### config.mk
export PLATFORM = sky130hd
export DESIGN_NAME = root_5_en_iter_flat
export DESIGN_NICKNAME = d
export VERILOG_FILES = /design/src/rtl/root_5_en_iter_if.sv /design/src/rtl/root_5_en_iter.sv /design/src/flat_wrapper.sv
export SDC_FILE = /design/constraint.sdc
export NUM_CORES = 1
export LEC_CHECK = 0
export CAP_MARGIN = 20
export CORE_AREA = 5 5 136 86
export CTS_BUF_LIST = sky130_fd_sc_hd__clkbuf_8
export DETAILED_ROUTE_END_ITERATION = 10
export DIE_AREA = 0 0 141 91
export PLACE_DENSITY = 0.65
export SLEW_MARGIN = 20
export SYNTH_ARGS = -nofsm -noshare
export SYNTH_HDL_FRONTEND = slang
export SYNTH_SLANG_ARGS = --single-unit
### constraint.sdc
create_clock -name clk -period 5.55 [get_ports clk]
set_input_delay 0.555 -clock clk [delete_from_list [all_inputs] [get_ports clk]]
set_output_delay 0.555 -clock clk [all_outputs]
set_load 0.02 [all_outputs]
### src/rtl/root_5_en_iter_if.sv
// Operand/result bus of the iterative fifth-root extractor.
// master = operand producer / result consumer, slave = the extractor.
interface root_5_en_iter_if #(
    parameter int w  = 20,
    parameter int wr = (w + 4) / 5
);
    logic          x_vld;
    logic [w-1:0]  x;
    logic          x_rdy;
    logic          busy;
    logic          res_vld;
    logic [wr-1:0] res;

    modport master (
        output x_vld, x,
        input  x_rdy, busy, res_vld, res
    );

    modport slave (
        input  x_vld, x,
        output x_rdy, busy, res_vld, res
    );
endinterface

### src/rtl/root_5_en_iter.sv
// Iterative floor(x^(1/5)) by bit-serial binary search: each root bit costs one
// compare cycle plus four multiply cycles on a single shared multiplier.
module root_5_en_iter #(
    parameter int w  = 20,
    parameter int wr = (w + 4) / 5
) (
    input  logic               clk,
    input  logic               rst_n,
    input  logic               clk_en,
    root_5_en_iter_if.slave    bus
);
    localparam int AW = 5 * wr;
    localparam int BW = (wr > 1) ? $clog2(wr) : 1;
    localparam logic [wr-1:0] TOP_MASK = wr'(1) << (wr - 1);

    typedef enum logic [1:0] {
        IDLE = 2'd0,
        POW  = 2'd1,
        CMP  = 2'd2,
        DONE = 2'd3
    } state_t;

    state_t        state_q;
    logic [w-1:0]  xq_q;
    logic [wr-1:0] r_q;
    logic [wr-1:0] res_q;
    logic [BW-1:0] b_q;
    logic [1:0]    k_q;
    logic [AW-1:0] acc_q;

    logic [wr-1:0] bit_mask_d;
    logic [wr-1:0] cand_d;
    logic [wr-1:0] r_d;
    logic [wr-1:0] next_cand_d;
    logic [AW-1:0] prod_d;
    logic          fits_d;

    // Candidate is the partial root with the bit under test forced to one.
    // cand < 2^wr, so cand^5 always fits in AW bits and truncation is lossless.
    always_comb begin
        bit_mask_d  = wr'(1) << b_q;
        cand_d      = r_q | bit_mask_d;
        prod_d      = acc_q * AW'(cand_d);
        fits_d      = (acc_q <= AW'(xq_q));
        r_d         = fits_d ? cand_d : r_q;
        next_cand_d = r_d | (bit_mask_d >> 1);
    end

    always_ff @(posedge clk) begin
        if (!rst_n) begin
            state_q <= IDLE;
            xq_q    <= '0;
            r_q     <= '0;
            res_q   <= '0;
            b_q     <= '0;
            k_q     <= '0;
            acc_q   <= '0;
        end else if (clk_en) begin
            case (state_q)
                IDLE: begin
                    if (bus.x_vld) begin
                        xq_q    <= bus.x;
                        r_q     <= '0;
                        b_q     <= BW'(wr - 1);
                        acc_q   <= AW'(TOP_MASK);
                        k_q     <= '0;
                        state_q <= POW;
                    end
                end
                POW: begin
                    acc_q <= prod_d;
                    k_q   <= k_q + 2'd1;
                    if (k_q == 2'd3) begin
                        state_q <= CMP;
                    end
                end
                CMP: begin
                    r_q <= r_d;
                    if (b_q == '0) begin
                        res_q   <= r_d;
                        state_q <= DONE;
                    end else begin
                        b_q     <= b_q - BW'(1);
                        acc_q   <= AW'(next_cand_d);
                        k_q     <= '0;
                        state_q <= POW;
                    end
                end
                DONE: begin
                    state_q <= IDLE;
                end
                default: begin
                    state_q <= IDLE;
                end
            endcase
        end
    end

    // Status flags are pure decodes of the registered state.
    assign bus.x_rdy   = (state_q == IDLE);
    assign bus.busy    = (state_q != IDLE);
    assign bus.res_vld = (state_q == DONE);
    assign bus.res     = res_q;
endmodule

### src/flat_wrapper.sv
// flat-port wrapper written by rule: the top's interface ports become plain ports
module root_5_en_iter_flat 
#(
    parameter int w  = 20,
    parameter int wr = (w + 4) / 5
)
  (clk, rst_n, clk_en, bus_x_vld, bus_x, bus_x_rdy, bus_busy, bus_res_vld, bus_res);
  root_5_en_iter_if #(.w(w), .wr(wr)) bus_i ();
  input  logic clk;
  input  logic rst_n;
  input  logic clk_en;
  input wire logic [$bits(bus_i.x_vld)-1:0] bus_x_vld;
  input wire logic [$bits(bus_i.x)-1:0] bus_x;
  output wire logic [$bits(bus_i.x_rdy)-1:0] bus_x_rdy;
  output wire logic [$bits(bus_i.busy)-1:0] bus_busy;
  output wire logic [$bits(bus_i.res_vld)-1:0] bus_res_vld;
  output wire logic [$bits(bus_i.res)-1:0] bus_res;
  assign bus_i.x_vld = bus_x_vld;
  assign bus_i.x = bus_x;
  assign bus_x_rdy = bus_i.x_rdy;
  assign bus_busy = bus_i.busy;
  assign bus_res_vld = bus_i.res_vld;
  assign bus_res = bus_i.res;
  root_5_en_iter #(.w(w), .wr(wr)) u_core (.clk(clk), .rst_n(rst_n), .clk_en(clk_en), .bus(bus_i));
endmodule
Yosys cells after proc, flatten, opt, wreduce, memory -nomap -nowiden
Cells that the tools add are included.
- add/subtract/negate cells: 2
- $mul: 1
- $lt $le $gt $ge: 1
- eq/ne operators: 7
- shift-type cells: 1
- mux-type cells: 16
- bitwise gates (word level): 2
- reductions and logical operators: 11
- operator list (kind ; number):
    $pmux 20 s3 ; 1
    $mux 20 ; 2
    $le 20x20->1 ; 1
    $mul 20x4->20 ; 1
    $mux 2 ; 7
    $reduce_and 3->1 ; 4
    $mux 4 ; 2
    $pmux 2 s4 ; 1
    $pmux 4 s2 ; 1
    $reduce_and 4->1 ; 2
    $eq 2x2->1 const B ; 3
    $pmux 2 s3 ; 1
    $logic_not 2->1 ; 2
    $ne 2x2->1 const B ; 2
    $or 4x3->4 ; 1
    $or 4x4->4 ; 1
    $pmux 2 s2 ; 1
    $reduce_bool 2->1 ; 2
    $shl 1x2->4 const A ; 1
    $reduce_bool 3->1 ; 1
    $add 2x1->2 const B ; 1
    $eq 2x1->1 const B ; 1
    $ne 2x1->1 const B ; 1
    $sub 2x1->2 const B ; 1
- bits in registers: 54
- word-level logic and storage cells: 48

Longest topological paths before layout
- word-level depth: 6
- depth in mapped cells: 16
- depth with buffers taken out: 15

Worst setup path before layout
Ideal clock, no wire load.
- path type: register to register
- start point: register u_core.b_q[0]
- end point: register u_core.acc_q[19]
- library setup time: 127 ps
- data arrival time: 4090 ps
- data required time: 5423 ps
- path slack: 1332 ps
- cell stages (with the launch flop): 17
- buffers on the path: 1
- cells stage by stage: dfxtp_1 inv_1 ha_1 nor2_1 clkbuf_1 nor2b_1 fa_1 inv_1 fa_1 inv_1 ha_1 a21oi_1 o21ai_1 a2111o_1 a31oi_1 a211oi_1 or3b_1
- longest elaborated chain between the ends: 4
- elaborated cells on any way between the ends: 7
- those cells by class: mul: 1; eq/ne: 1; shift: 1; mux: 1; bitwise: 1; reduce/logical: 2
- RTL lines (item ; RTL line ; RTL):
    from (decl) ; root_5_en_iter.sv:27 ; logic [BW-1:0] b_q;
    from (signal assigned) ; root_5_en_iter.sv:64 ; b_q <= BW'(wr - 1);
    from (signal assigned) ; root_5_en_iter.sv:83 ; b_q <= b_q - BW'(1);
    $shl 1x2->4 ; root_5_en_iter.sv:41 ; bit_mask_d = wr'(1) << b_q;
    $or 4x4->4 ; root_5_en_iter.sv:42 ; cand_d = r_q | bit_mask_d;
    $mul 20x4->20 ; root_5_en_iter.sv:43 ; prod_d = acc_q * AW'(cand_d);
    $pmux 20 s3 ; root_5_en_iter.sv:59 ; case (state_q)
    to (signal assigned) ; root_5_en_iter.sv:65 ; acc_q <= AW'(TOP_MASK);
    to (signal assigned) ; root_5_en_iter.sv:71 ; acc_q <= prod_d;
    to (signal assigned) ; root_5_en_iter.sv:84 ; acc_q <= AW'(next_cand_d);
    to (decl) ; root_5_en_iter.sv:29 ; logic [AW-1:0] acc_q;
Parallel ways exist; a longest one is shown, timed or not.
A chain may end at the register's enable or synchronous reset.

Worst setup path in the final report
Same ends and word-level chain as after synthesis.

==> results.md <==
- Synth Area in Simple Gates: 22.9%
- Async SR Flop Fraction: 0%
- Overflow left after global routing: 0
- CTS tree: built
- Distinct cells, synth: 55
- DRC: 0
- Largest family of logic cells by synthesized area: adder cells
- Post-route ant nets: 0
- Setup TNS: 0 ps
- Kind of critical path: flop to flop
- Chip width: 141 µm
- Ys Warns: 0
- Slew @ Worst Pin: 904 ps
- Worst path arrival time: 4780 ps
- Layout area overhead: 10.5%
- Total track usage: 20.8%
- Worst endpoint required time: 5780 ps
- Hold Path Depth: 2
- Net switching share of the total power: 32.4%
- Final max-slew violation count: 0
- Register share of total power: 50.0%
- Largest net degree at the start of global routing: 40
- Antenna cell count: 0
- Seq/Total Area, Yosys: 21.4%
- Final min period: 4560 ps
- Adder-cell share of the synthesized area: 25.3%
- Final hold viol count: 0
- Area contributors post-synth: dfxtp_1 21%, fa_1 13%, ha_1 12%, nor2b_1 7.2%, inv_1 6.4%
- Net Count, Synth: 736
- Total wire length: 13.3 mm
- Status: completed
- # Post-CTS Setup Buffers: 0
- H-tree Lvls: 2
- Power Internal: 555 µW
- Clock root cell: clkbuf_8
- Post-placement cell count: 783
- Wire per inst: 16.8 µm
- Worst hold path type: flop to flop
- DIE AREA: 12800 µm²
- Mapped Cells: 630
- Initial antenna violation count: 0
- Routability congestion estimate: 0.917
- Achievable Freq: 0.220 GHz
- Final Non-Filler Cells: 791
- Rows: 29
- Clk Latency, worst-skew pair: 330 ps
- Avg Inst Size Synth: 8.00 µm²
- Nets@finish: 757
- Layout cells sized above 1: 3.37%
- Hold_buf cts: 0
- PwrDens: 148 nW/µm²
- Clk slew on worst S/H paths: 120 ps
- DP Area: 5470 µm²
- Count leader, synth: inv_1
- Setup Viol. Count Final: 0
- HPWL Detailed: 10.3 mm
- Initial Utilization: 48.9%
- Setup ws final: 995 ps
- IO buf count: 30
- R2r worst-path depth: 16
- Synth Area in Compound Gates: 20.6%
- Switching power: 267 µW
- Setup Skew: 13.2 ps
- First DRT Iteration DRCs: 322
- Slew Limit Headroom: 39.6%
- VDD IR-drop max: 0.124 mV
- Global-route wire length before repair: 21.9 mm
- Worst slack at placement: 1070 ps
- Leak: 0.00239 µW
- Logic pwr share: 18.8%
- Synth area leader: dfxtp_1
- Yosys reg bits: 54
- Final period utilization: 82.1%
- CP max FO: 14
- Die Y: 91 µm
- Synth Area in XOR/XNOR: 1.74%
- Post-synth EDFFs: 0
- Post-Syn Area: 5040 µm²
- CP Capture Type: flop
- CTS buffer count: 5
- Max-cap violations: 0
- Mux cell area share after synthesis: 0%
- Vias: 4469
- Ys flop type: dfxtp_1
- Worst hold slack: 475 ps
- Final Instance Area: 5570 µm²
- Most common library cells after synthesis: 86 x inv_1, 84 x nand2_1, 58 x nor2b_1
- Post-synth top area share: 21.4%
- Clock share of power: 31.2%
- CTS max path bufs: 2
- Clock Sinks: 54
- Startpoint types: flop
- I/O pin total: 31
- Unrepaired setup endpoints after global routing: false
- Pre-Repair DR Iteration Count: 4
- Vias in the first global route: 4274
- Core ar.: 10300 µm²
- Via density: 5.65
- CTS resizes: 0
path summary, 6_finish.rpt:
kind	startpoint	to	slack, ps
min	u_core.xq_q[2]	u_core.xq_q[2]	480
min reg2reg	u_core.xq_q[2]	u_core.xq_q[2]	480
max reg2reg	u_core.b_q[0]	u_core.acc_q[19]	990
max	u_core.b_q[0]	u_core.acc_q[19]	990
cells in the final DEF (no fill, tap or decap), drive strengths merged, types with 8 or more instances in the layout:
| cell type | instances |
|---|---|
| xnor2 | 8 |
| inv | 88 |
| nor2b | 58 |
| nand2 | 84 |
| and2 | 9 |
| a21boi | 21 |
| nand4 | 15 |
| ha | 49 |
| o21ai | 33 |
| a21oi | 32 |
| and3 | 8 |
| a21o | 11 |
| nand3 | 13 |
| clkdlybuf4s50 | 30 |
| nor2 | 17 |
| dfxtp | 54 |
| fa | 33 |
worst max-delay path, cell delays in order, from the launching register on:
cell      delay [ps]
dfxtp_1          420
inv_1             90
ha_1             300
nor2_1           260
buf_4            270
nor2b_1           90
fa_1             500
inv_1             60
fa_1             540
inv_1             50
ha_1             380
a21oi_1          260
o21ai_1          160
a2111o_1         420
a31oi_1          220
a211oi_1         100
or3b_1           350
flip-flops by register name, summed over array words and instances, names as in the netlist:
register / cells
u_core.acc_q: 20
u_core.b_q: 2
u_core.k_q: 2
u_core.state_q: 2
u_core.r_q: 4
u_core.xq_q: 20
u_core.bus.res: 4
metal layers:
metal / up-vias / global-route usage (%) / share of wire, %
li1: 2165 / - / -
met1: 2137 / 33.9 / 52
met2: 160 / 28.5 / 39
met3: 7 / 4.30 / 7.7
met4: 0 / 2.66 / 0.50
met5: - / 0 / 0
layout make-up:
| type | count | area (µm²) |
|---|---|---|
| fill | 992 | 4740 |
| multi-input combinational | 469 | 3550 |
| sequential | 54 | 1080 |
| timing repair buffer | 35 | 338 |
| inverter | 86 | 323 |
| tap | 139 | 174 |
| clock buffer | 5 | 68.8 |
| clock inverter | 3 | 28.8 |
per-stage QoR:
step           util [%]  power (µW)
2_1_floorplan         -         515
3_3_place_gp       53.1         567
3_5_place_dp       53.1         571
4_1_cts            54.0         830
5_1_grt            54.0         860
6_report           54.0         822
kinds of logic (layout without fill, tap and decap cells):
family,count (synthesis),in the layout
XOR/XNOR,10,10
buffers and inverters,107,129
flip-flops,54,54
adder cells (fa/ha/maj),82,82
AO/OA/AOI/OAI,152,152
AND/OR/NAND/NOR,225,225
power groups by stage:
| stage | clock, µW | sequential, µW | combinational [µW] |
|---|---|---|---|
| 3_3_place_gp | 0 | 419 | 148 |
| 4_1_cts | 266 | 410 | 153 |
| 3_5_place_dp | 0 | 419 | 152 |
| 6_report | 257 | 411 | 155 |
| 2_1_floorplan | 0 | 416 | 99.0 |
| 5_1_grt | 277 | 413 | 171 |
Note: power is estimated with default switching activity, not from simulation.
